==> src/rtl/spi_responder.sv <==
// spi_responder: SPI mode-0 slave with TX/RX byte FIFOs and sticky error flags.
// Optional input synchronizers are enabled by defining SPI_RESP_SYNC_EN; without it,
// the SPI inputs are used directly and the master must run from the same clk.
module spi_responder #(
  parameter int TX_DEPTH = 4,
  parameter int RX_DEPTH = 4
) (
  input  logic       clk,
  input  logic       rst,
  input  logic       IN_SPI_clk,
  input  logic       IN_SPI_mosi,
  input  logic       IN_SPI_cs_n,
  output logic       OUT_SPI_miso,
  input  logic       IN_txValid,
  input  logic [7:0] IN_txData,
  output logic       OUT_txReady,
  output logic       OUT_rxValid,
  output logic [7:0] OUT_rxData,
  input  logic       IN_rxReady,
  input  logic       IN_clrFlags,
  output logic       OUT_rxOverflow,
  output logic       OUT_txUnderflow,
  output logic       OUT_busy
);

  localparam int TW = $clog2(TX_DEPTH);
  localparam int RW = $clog2(RX_DEPTH);

  logic spi_clk, spi_mosi, spi_cs_n;

`ifdef SPI_RESP_SYNC_EN
  logic [1:0] clk_sync_q, mosi_sync_q, cs_sync_q;

  // Two-flop synchronizers for an asynchronous master; idle values on reset
  always_ff @(posedge clk) begin
    if (rst) begin
      clk_sync_q  <= 2'b00;
      mosi_sync_q <= 2'b00;
      cs_sync_q   <= 2'b11;
    end else begin
      clk_sync_q  <= {clk_sync_q[0], IN_SPI_clk};
      mosi_sync_q <= {mosi_sync_q[0], IN_SPI_mosi};
      cs_sync_q   <= {cs_sync_q[0], IN_SPI_cs_n};
    end
  end

  assign spi_clk  = clk_sync_q[1];
  assign spi_mosi = mosi_sync_q[1];
  assign spi_cs_n = cs_sync_q[1];
`else
  assign spi_clk  = IN_SPI_clk;
  assign spi_mosi = IN_SPI_mosi;
  assign spi_cs_n = IN_SPI_cs_n;
`endif

  // Bit engine state
  logic       clkPrev_q;
  logic [2:0] bitCnt_q, bitCnt_d;
  logic [7:0] rxShift_q, rxShift_d;
  logic [7:0] txShift_q, txShift_d;
  logic       miso_q, miso_d;
  logic       ovf_q, ovf_d, und_q, und_d;

  // FIFO storage and pointers (index plus wrap bit)
  logic [7:0] tx_mem_q [TX_DEPTH];
  logic [7:0] rx_mem_q [RX_DEPTH];
  logic [TW:0] tx_wr_q, tx_wr_d, tx_rd_q, tx_rd_d;
  logic [RW:0] rx_wr_q, rx_wr_d, rx_rd_q, rx_rd_d;

  logic       rise;
  logic       tx_empty, tx_full, rx_empty, rx_full;
  logic       tx_push, tx_pop, rx_push, rx_pop;
  logic       rx_drop, tx_under;
  logic [7:0] tx_head;

  assign tx_empty = (tx_wr_q == tx_rd_q);
  assign tx_full  = (tx_wr_q[TW-1:0] == tx_rd_q[TW-1:0]) && (tx_wr_q[TW] != tx_rd_q[TW]);
  assign rx_empty = (rx_wr_q == rx_rd_q);
  assign rx_full  = (rx_wr_q[RW-1:0] == rx_rd_q[RW-1:0]) && (rx_wr_q[RW] != rx_rd_q[RW]);
  assign tx_head  = tx_mem_q[tx_rd_q[TW-1:0]];

  // Rising SPI clock edges only count while selected
  assign rise    = spi_clk & ~clkPrev_q & ~spi_cs_n;
  assign tx_push = IN_txValid & ~tx_full;
  assign rx_pop  = IN_rxReady & ~rx_empty;

  // Bit engine next state: shift on each detected edge, FIFO handoff at byte boundaries
  always_comb begin
    bitCnt_d  = bitCnt_q;
    rxShift_d = rxShift_q;
    txShift_d = txShift_q;
    tx_pop    = 1'b0;
    rx_push   = 1'b0;
    rx_drop   = 1'b0;
    tx_under  = 1'b0;
    if (spi_cs_n) begin
      // Deselect abandons any partial byte
      bitCnt_d  = 3'd0;
      rxShift_d = 8'h00;
    end else if (rise) begin
      rxShift_d = {rxShift_q[6:0], spi_mosi};
      bitCnt_d  = bitCnt_q + 3'd1;
      if (bitCnt_q == 3'd0) begin
        // Head bit 7 is already on miso, so load the rest of the byte
        if (tx_empty) begin
          txShift_d = 8'hFF;
          tx_under  = 1'b1;
        end else begin
          txShift_d = {tx_head[6:0], 1'b1};
          tx_pop    = 1'b1;
        end
      end else begin
        txShift_d = {txShift_q[6:0], 1'b1};
      end
      if (bitCnt_q == 3'd7) begin
        if (rx_full) rx_drop = 1'b1;
        else         rx_push = 1'b1;
      end
    end
  end

  // miso: idle/byte-boundary shows the next TX head bit, otherwise tracks the shifter
  always_comb begin
    miso_d = miso_q;
    if (spi_cs_n || (bitCnt_q == 3'd0 && !rise))
      miso_d = tx_empty ? 1'b1 : tx_head[7];
    else if (rise)
      miso_d = txShift_d[7];
  end

  // Pointer and flag next state; a same-cycle set beats the clear
  always_comb begin
    tx_wr_d = tx_wr_q + {{TW{1'b0}}, tx_push};
    tx_rd_d = tx_rd_q + {{TW{1'b0}}, tx_pop};
    rx_wr_d = rx_wr_q + {{RW{1'b0}}, rx_push};
    rx_rd_d = rx_rd_q + {{RW{1'b0}}, rx_pop};
    ovf_d   = rx_drop  | (ovf_q & ~IN_clrFlags);
    und_d   = tx_under | (und_q & ~IN_clrFlags);
  end

  // Control state registers
  always_ff @(posedge clk) begin
    if (rst) begin
      clkPrev_q <= 1'b0;
      bitCnt_q  <= 3'd0;
      rxShift_q <= 8'h00;
      txShift_q <= 8'hFF;
      miso_q    <= 1'b1;
      ovf_q     <= 1'b0;
      und_q     <= 1'b0;
      tx_wr_q   <= '0;
      tx_rd_q   <= '0;
      rx_wr_q   <= '0;
      rx_rd_q   <= '0;
    end else begin
      clkPrev_q <= spi_clk;
      bitCnt_q  <= bitCnt_d;
      rxShift_q <= rxShift_d;
      txShift_q <= txShift_d;
      miso_q    <= miso_d;
      ovf_q     <= ovf_d;
      und_q     <= und_d;
      tx_wr_q   <= tx_wr_d;
      tx_rd_q   <= tx_rd_d;
      rx_wr_q   <= rx_wr_d;
      rx_rd_q   <= rx_rd_d;
    end
  end

  // FIFO data arrays need no reset; pointers define validity
  always_ff @(posedge clk) begin
    if (tx_push) tx_mem_q[tx_wr_q[TW-1:0]] <= IN_txData;
    if (rx_push) rx_mem_q[rx_wr_q[RW-1:0]] <= rxShift_d;
  end

  assign OUT_SPI_miso    = miso_q;
  assign OUT_txReady     = ~tx_full;
  assign OUT_rxValid     = ~rx_empty;
  assign OUT_rxData      = rx_mem_q[rx_rd_q[RW-1:0]];
  assign OUT_rxOverflow  = ovf_q;
  assign OUT_txUnderflow = und_q;
  assign OUT_busy        = ~spi_cs_n | (bitCnt_q != 3'd0);

endmodule

==> config.mk <==
export PLATFORM = sky130hd
export DESIGN_NAME = spi_responder
export DESIGN_NICKNAME = d
export VERILOG_FILES = /design/src/rtl/spi_responder.sv
export SDC_FILE = /design/constraint.sdc
export NUM_CORES = 1
export LEC_CHECK = 0
export BUFFER_PORTS_ARGS = -buffer_cell sky130_fd_sc_hd__buf_4
export CORE_ASPECT_RATIO = 1.5
export CORE_UTILIZATION = 59
export DETAILED_ROUTE_END_ITERATION = 8
export GPL_TIMING_DRIVEN = 0
export HOLD_SLACK_MARGIN = 0.06
export PLACE_DENSITY = 0.9
export SLEW_MARGIN = 20
export SYNTH_ARGS = -nofsm -noshare
export SYNTH_HDL_FRONTEND = slang
export SYNTH_SLANG_ARGS = --single-unit
==> constraint.sdc <==
create_clock -name clk -period 2.5 [get_ports clk]
set_input_delay 0.25 -clock clk [delete_from_list [all_inputs] [get_ports clk]]
set_output_delay 0.25 -clock clk [all_outputs]
set_load 0.01 [all_outputs]
After elaboration in Yosys (flattened, before gate mapping)
Memory sizes are Yosys's and may differ from the RTL's. A register that Yosys moved wholly into a read port is not among the register bits. Cells that the tools add are included.

Register bits: 35. RAM bits: 64. Output and inout port bits: 14. Word-level logic and storage cells: 81. Memories: 2.

Memories: rx_mem_q (words 4, bits a word 8, rd ports 1, clocked after memory_dff 1, write ports 1, RTL line 66) `logic [7:0] rx_mem_q [RX_DEPTH];`; tx_mem_q (words 4, bits a word 8, rd ports 1, clocked after memory_dff 1, write ports 1, RTL line 65) `logic [7:0] tx_mem_q [TX_DEPTH];`.

Add/subtract/negate cells: 5. Equality and inequality tests: 7. Mux-type cells: 31. Bitwise operators: 14. Reduce and logical (&&, ||, !) cells: 10.

Operators by type and width (number): $mux W8 (6); $mux W1 (23); $add A3 B1 Y3 (4); $and A1 B1 Y1 (6); $eq A3 B3 Y1 (2); $not A1 Y1 (5); $eq A2 B2 Y1 (2); $mux W2 (2); $add A3 B1 Y3 const B (1); $eq A3 B3 Y1 const B (1); $logic_and A1 B1 Y1 (3); $logic_not A3 Y1 (1); $or A1 B1 Y1 (3); $reduce_bool A3 Y1 (1); $ne A1 B1 Y1 (2); $reduce_and A2 Y1 (1); $reduce_bool A2 Y1 (1); $reduce_or A2 Y1 (1); $logic_not A1 Y1 (1); $logic_or A1 B1 Y1 (1).

Depth between registers and ports, before layout
Gate-level depths: netlist of the first run.

Word-level depth: 8. Depth in mapped cells: 9.

Worst setup path after synthesis of the first run
Ideal clock, no wire load.

Path kind: register -> register. From: register rx_rd_q[0]. To: memory rx_mem_q[2][0] (enable). Library setup time: 385 ps. Data arrival time: 1594 ps. Required time: 2115 ps. Path slack: 520 ps. Cell stages (with the launch flop): 6. Cells stage by stage: dfxtp_1 -> buf_4 -> xor2_1 -> or3_4 -> nand3_4 -> nor3b_1.

Cells in the longest elaborated chain, start to end: 8.

RTL lines: start, declared (RTL line 68) `logic [RW:0] rx_wr_q, rx_wr_d, rx_rd_q, rx_rd_d;`; start signal, assigned (RTL line 166) `rx_rd_q <= rx_rd_d;`; $eq A2 B2 Y1 (RTL line 79) `assign rx_full = (rx_wr_q[RW-1:0] == rx_rd_q[RW-1:0]) && (rx_wr_q[RW] != rx_rd_q[RW]);`; $logic_and A1 B1 Y1 (RTL line 79); $mux W1 (RTL line 116) `if (rx_full) rx_drop = 1'b1;`; $mux W1 (RTL line 115) `if (bitCnt_q == 3'd7) begin`; $mux W1 (RTL line 100) `end else if (rise) begin`; $mux W1 (RTL line 96) `if (spi_cs_n) begin`; $mux W1 (RTL line 173) `if (rx_push) rx_mem_q[rx_wr_q[RW-1:0]] <= rxShift_d;`; $mux W1 (not written as such) (RTL line 173); end, declared (RTL line 66).

Every way passes these cells.

Worst setup path in the final report of the first run
From: register rx_rd_q[0]. To: memory rx_mem_q[2][6] (enable).

The elaborated chain is that of the path after synthesis.

==> results.ini, run 1 <==
[worst_setup_path]
crit_slowest_cell=nor3b_2
cp_max_fo=9
cp-start-kind=register
cp_slowest_stage_delay_ps=620
cp_top_family=simple AND/OR/NAND/NOR gates
worstPathRequired_ps=2510
path_cells=buf_4 -> xor2_1 -> or3_4 -> nand3_4 -> nor3b_2
arrival_ps=2060
endpoint_kind=register
criticalPathCategory=register to register
cp_num_buf_inv=1

[power]
power_frac_clock=0.381
p_leak_nw=1.67
seq_power_share=0.558
power.share.combinational=0.061
p_int_mw=2.50
swShare=0.208
p_per_area_nw_per_um2=694
ir_drop_v=0.000751
p_switching_mw=0.656

[floorplanning]
die_h_um=102
dieArea_um2=7050
start_util=0.611
fp-row-count=36
design.core.area_um2=6490
die_w_um=68.9
io_pins=30

[route]
via_per_inst=5.70
top_layer_used=met4
wl_um=6480
drtPass1Iterations=4
dr_wl_met3_um=225
wirelength_met1_um=2420
drt_iter0_drc=142
ant_nets=0
drc=0
via_count=2199
wl_per_cell_um=16.8
routed-wl-met2_um=3690

[flow_run]
maxCapViolCount=0

[timing]
relSlewSlack=0.509
finalWorstSetupSlack_ps=447
finalHoldWorstSlack_ps=69.7
hold_violations=0
setup_violations=0
min_period_over_period=0.821
period_minus_slack_ps=2050
fmax_ghz=0.487
worst_slew_pin_slew_ps=733
drv_slew=0
rsz0062_at_grt=false
setup_tns_ps=0
fin_skew_ps=13.8

[clock_network]
cts.sinks=97
cts_buffer_depth=2
worstSkewPairLatency_ps=370
cts_buffers=9
cts_resized=0
clockRootBuffer=clkbuf_8
cts_tree=done
path_clk_slew_ps=90
cts_hold_buf=0
postCtsSetupBuffers=0
htreeDepth=3

[synth]
ys_ff_latch=97
ys_types=35
netlist_instances=265
synth_fp_nets=292
ys_seq_area_frac=0.652
yosys_warnings=0
synth_largest_area_cell=edfxtp_1
synth_area_leaders=edfxtp_1 (49%), dfxtp_1 (17%), mux4_1 (9.3%)
yosys.area.top_type_share=0.485
syn_area_um2=3960
synth_area_per_cell_um2=14.9

[global_routing]
grt_pass1_vias=2211
grt.total_usage=0.211
grt_max_degree=18
antenna_found_initial=0
grt_overflow=0
grt_pass1_wl_um=10300

[cells_and_area]
syn2layout_area_growth_pct=14.7
fillerInstances=421
stdcell_count=386
diodes=0
drive_gt1_frac=0.206
final_nets=332

[worst_hold_path]
hp-class=input port to register

[placement]
dp_cells=370
hpwl_um=4650
place_ws_ps=113
io_buffers=29
gp_congestion=0.815

[status]
outcome=complete, no violations

## worst paths after layout
| kind | end | start | slack, ps | depth (start not counted) |
|---|---|---|---|---|
| worst max-delay path | rx_mem_q[2][6]$_DFFE_PP_ | rx_rd_q[0]$_SDFF_PP0_ | 450 | 5 |
| worst min-delay path | tx_mem_q[1][2]$_DFFE_PP_ | IN_txData[2] | 70 | 1 |
| worst min register to register | txShift_q[5]$_SDFFE_PP1P_ | txShift_q[5]$_SDFFE_PP1P_ | 480 | 2 |
| worst max register to register | rx_mem_q[2][6]$_DFFE_PP_ | rx_rd_q[0]$_SDFF_PP0_ | 450 | 5 |
## sequential cells by signal, indices dropped and copies added, names as in the netlist
signal           count
rx_mem_q            32
tx_mem_q            32
rxShift_q            8
txShift_q            6
bitCnt_q             3
rx_rd_q              3
rx_wr_q              3
tx_rd_q              3
tx_wr_q              3
OUT_SPI_miso         1
OUT_rxOverflow       1
OUT_txUnderflow      1
clkPrev_q            1
## placed cells by master, fill, tap and decap left out, drive strengths merged, types with 2 or more instances in the layout
cell and instances:
a21oi 14, a31oi 2, and3 3, buf 37, bufinv 3, clkbuf 15, dfxtp 33, edfxtp 64
ha 11, inv 6, mux4 16, nand2 22, nand2b 4, nand3 3, nor2 11, nor2b 19
nor3 10, nor3b 4, o21ai 10, xnor2 9, xor2 3
## synthesized netlist by cell type
library cell  number
mux4_1            14
clkbuf_1           4
buf_6              3
xor2_1             3
dfxtp_1           33
a21oi_1           14
ha_1              11
mux4_2             2
and3_1             3
and2_1             1
o22ai_1            1
o21ai_0           10
nand2b_1           4
nor3_1            10
nand2_1           22
edfxtp_1          64
nand3_4            1
o32ai_2            1
mux2i_1            1
clkbuf_8           1
buf_4              2
nand3_1            2
nor3b_1            4
nand4b_1           1
nor2b_1           19
inv_2              1
inv_1              4
a31oi_1            2
o21a_1             1
a2bb2oi_1          1
buf_2              3
or3_4              1
xnor2_1            9
nor2_1            11
a32oi_1            1
## worst reg2reg max path: cells and delay by family (launching register included)
family	cells	cell delay [ps]
xor+xnor	1	240
buf+inv	1	200
flops	1	340
simple gates	3	910
## through the flow
stage                     power, mW   util  cell area (um^2)
final                          3.15  0.700              4540
after global routing           3.24  0.700              4540
after CTS                      3.16  0.699              4540
after detailed placement       1.99  0.662              4290
after global placement         1.98  0.659              4270
after floorplan                1.92      -              3960
## routing by layer
layer | up-vias | global-route usage
met5 | - | 0
met4 | 0 | 0.0973
met3 | 14 | 0.0491
met2 | 55 | 0.387
met1 | 1061 | 0.218
li1 | 1069 | -
## power groups by stage
stage / Sequential, mW / Combinational, mW / Clock [mW]
finish: 1.76 / 0.193 / 1.20
global route: 1.76 / 0.210 / 1.27
CTS: 1.76 / 0.195 / 1.21
detailed placement: 1.80 / 0.194 / 0
global placement: 1.79 / 0.184 / 0
floorplan: 1.79 / 0.125 / 0
## logic make-up after synthesis
logic type | after synthesis | share of synthesized area
DFF | 97 | 0.652
and+or+nand+nor | 79 | 0.106
AOI/OAI and AO/OA | 31 | 0.0455
buffers and inverters | 18 | 0.0281
muxes | 17 | 0.107
xor gates and xnor gates | 12 | 0.0265
adders and majority gates | 11 | 0.0348
## layout make-up
type / count / area [um^2] / area share
buffer: 13 / 92.6 / 0.0204
clock buffer: 10 / 128 / 0.0281
clock inverter: 6 / 115 / 0.0254
inverter: 5 / 18.8 / 0.00413
multi-input combinational: 150 / 1290 / 0.284
sequential: 97 / 2580 / 0.569
tap: 76 / 95.1 / 0.0209
timing repair buffer: 29 / 218 / 0.0479
Power figures use the tool's default switching activity.
==> run 2, diff against run 1 <==
Settings changed: ABC_AREA set to 1, CORE_UTILIZATION 59 to 54, PLACE_DENSITY 0.9 to 0.88.
Clock period 2.5 ns to 1.7 ns, I/O delays scaled along.
==> results.ini, run 2 <==
[synth]
synth_largest_area_cell=edfxtp_1
ys_seq_area_frac=0.629  ; -0.0231
synth_edf_count=64  ; unchanged
post-synth-top-count-cell=nand2_1
yosys_warnings=0  ; unchanged
synth-async-reset-ratio=0  ; unchanged
syn_area_um2=4110  ; +3.7%
ys_types=26  ; -26%
yosys.area.top_type_share=0.468  ; -0.0172
synth_fp_nets=430  ; +47%
synth_area_leaders=edfxtp_1 (47%), dfxtp_1 (16%), nand2_1 (8.0%)
ys_ff_latch=97  ; unchanged
synthTopCellsByCount=nand2_1 (87), edfxtp_1 (64), nor2_1 (50), dfxtp_1 (33), nand3_1 (32)
netlist_instances=403  ; +52%
synth_ff_type=edfxtp_1
synth_area_per_cell_um2=10.2  ; -32%

[clock_network]
worstSkewPairLatency_ps=370  ; about the same
clockRootBuffer=clkbuf_8
cts.sinks=97  ; unchanged
cts_buffer_depth=2  ; unchanged
cts_buffers=9  ; unchanged
path_clk_slew_ps=100  ; about the same
htreeDepth=3  ; unchanged
cts_tree=done

[timing]
drv_slew=0  ; unchanged
finalHoldWorstSlack_ps=79.2  ; +9.49 ps
fmax_ghz=0.575
setup_violations=17  ; +17
finalWorstSetupSlack_ps=-39.7  ; -487 ps
min_period_over_period=1.02
period_minus_slack_ps=1740
hold_violations=0  ; unchanged
worst_slew_pin_slew_ps=488  ; -245 ps
rsz0062_at_grt=true
setup_tns_ps=-277  ; -277 ps
relSlewSlack=0.675  ; +0.166
fin_skew_ps=11.1  ; -2.73 ps

[placement]
io_buffers=29  ; unchanged
place_area_um2=4450  ; +3.6%
place_ws_ps=-198  ; -311 ps
dp_cells=532  ; +44%
hpwl_um=5190  ; +11%
gp_congestion=0.797  ; -2.2%

[route]
wl_per_cell_um=15.8  ; -5.6%
ant_nets=0  ; unchanged
drc=0  ; unchanged
drt_iter0_drc=243  ; +71%
drtPass1Iterations=5  ; +1
via_count=3064  ; +39%
wl_um=9140  ; +41%
via_per_inst=5.31  ; -6.8%

[cells_and_area]
fin_util=0.722  ; +0.0224
stdcell_count=577  ; +49%
final_nets=499  ; +50%
drive_gt1_frac=0.314  ; +0.108
final_area_um2=5260  ; +16%
diodes=0  ; unchanged
multi_input_area_um2=1540  ; +20%
final_common_cell=nand2_1
mostFrequentLayoutCells=nand2_1 (82), edfxtp_1 (64), buf_4 (48), nor2_1 (38), nand3_1 (31)
syn2layout_area_growth_pct=28.0
register_area_um2=2600  ; +0.63%
fillerInstances=459  ; +9.0%

[status]
violations=setup timing
outcome=complete, but fails checks

[floorplanning]
die_h_um=109  ; +6.3%
start_util=0.564  ; -0.0462
die_w_um=73.2  ; +6.2%
io_pins=30  ; unchanged
design.core.area_um2=7270  ; +12%
dieArea_um2=7960  ; +13%
fp-row-count=38  ; +5.6%

[global_routing]
grt_max_degree=20  ; +2
grt_overflow=0  ; unchanged
grt_pass1_vias=2974  ; +35%
grt_pass1_wl_um=13100  ; +27%
antenna_found_initial=0  ; unchanged
grt.total_usage=0.224  ; +0.0131

[worst_hold_path]
hp-class=input port to register

[worst_setup_path]
criticalPathCategory=register to primary output
arrival_ps=1570  ; -490 ps
cp_max_fo=8  ; -1
endpoint_kind=primary output
cp-start-kind=register
worstPathRequired_ps=1530  ; -980 ps

[power]
p_per_area_nw_per_um2=854  ; +23%
fin_total_pwr_mw=4.49  ; +42%
p_leak_nw=2.05  ; +23%
ir_drop_v=0.00116  ; +54%

[flow_run]
maxCapViolCount=0  ; unchanged

## run 2: changes by cell type after synthesis, sizes merged, moves of 16 or more
cell / before / now
mux4: 16 / 0
inv: 5 / 34
nor2: 11 / 56
nand2: 22 / 94
nor2b: 19 / 0
nand3: 3 / 35
## run 2: logic make-up after synthesis
group	share of synthesized area
AND/OR/NAND/NOR	0.197
flip-flops	0.629
AO/OA/AOI/OAI	0.0652
buffers and inverters	0.0606
adder cells (fa/ha/maj)	0.0335
XOR/XNOR	0.0149
## run 2: power by group
group          total, mW  switching (mW)  internal [mW]
logic              0.437           0.246          0.190
registers           2.59          0.0296           2.56
clock network       1.46           0.889          0.575
## run 2: metal layers
metal  vias to the layer above  part of all wire  GRT usage
li1                       1479                 -          -
met1                      1466              0.34      0.209
met2                        99              0.59      0.440
met3                        20             0.038     0.0351
met4                         0             0.027      0.132
met5                         -                 0          0
## run 2: worst paths after layout
check	depth (start not counted)	startpoint	slack [ps]	end
min reg2reg	2	txShift_q[6]$_SDFFE_PP1P_	480	txShift_q[6]$_SDFFE_PP1P_
max	6	rx_rd_q[0]$_SDFF_PP0_	-40	OUT_rxData[0]
min	3	IN_SPI_clk	80	clkPrev_q$_SDFF_PP0_
max reg2reg	11	rx_rd_q[1]$_SDFF_PP0_	-20	rx_wr_q[2]$_SDFF_PP0_
## run 2: critical path, stage by stage, from the launching register on
cell,delay (ps)
dfxtp_2,360
buf_8,140
clkinvlp_4,170
buf_6,180
o21ai_2,120
o22ai_1,80
buf_4,150
## run 2: final cells by class
type | instances | share of cell area
inverter | 35 | 0.0310
sequential | 97 | 0.495
multi-input combinational | 255 | 0.294
buffer | 16 | 0.0262
timing repair buffer | 58 | 0.0933
clock inverter | 7 | 0.0138
tap | 100 | 0.0238
clock buffer | 9 | 0.0236
## run 2: what timing repair did
item / 4_1_cts / 5_1_grt
resized for setup: 32 / 66
buffers inserted: 9 / 10
pin swaps: 6 / 12
hold endpoints to repair: 33 / 0
hold buffers: 9 / 0
cloned: 1 / 0
endpoints found under the setup margin: 79 / 79
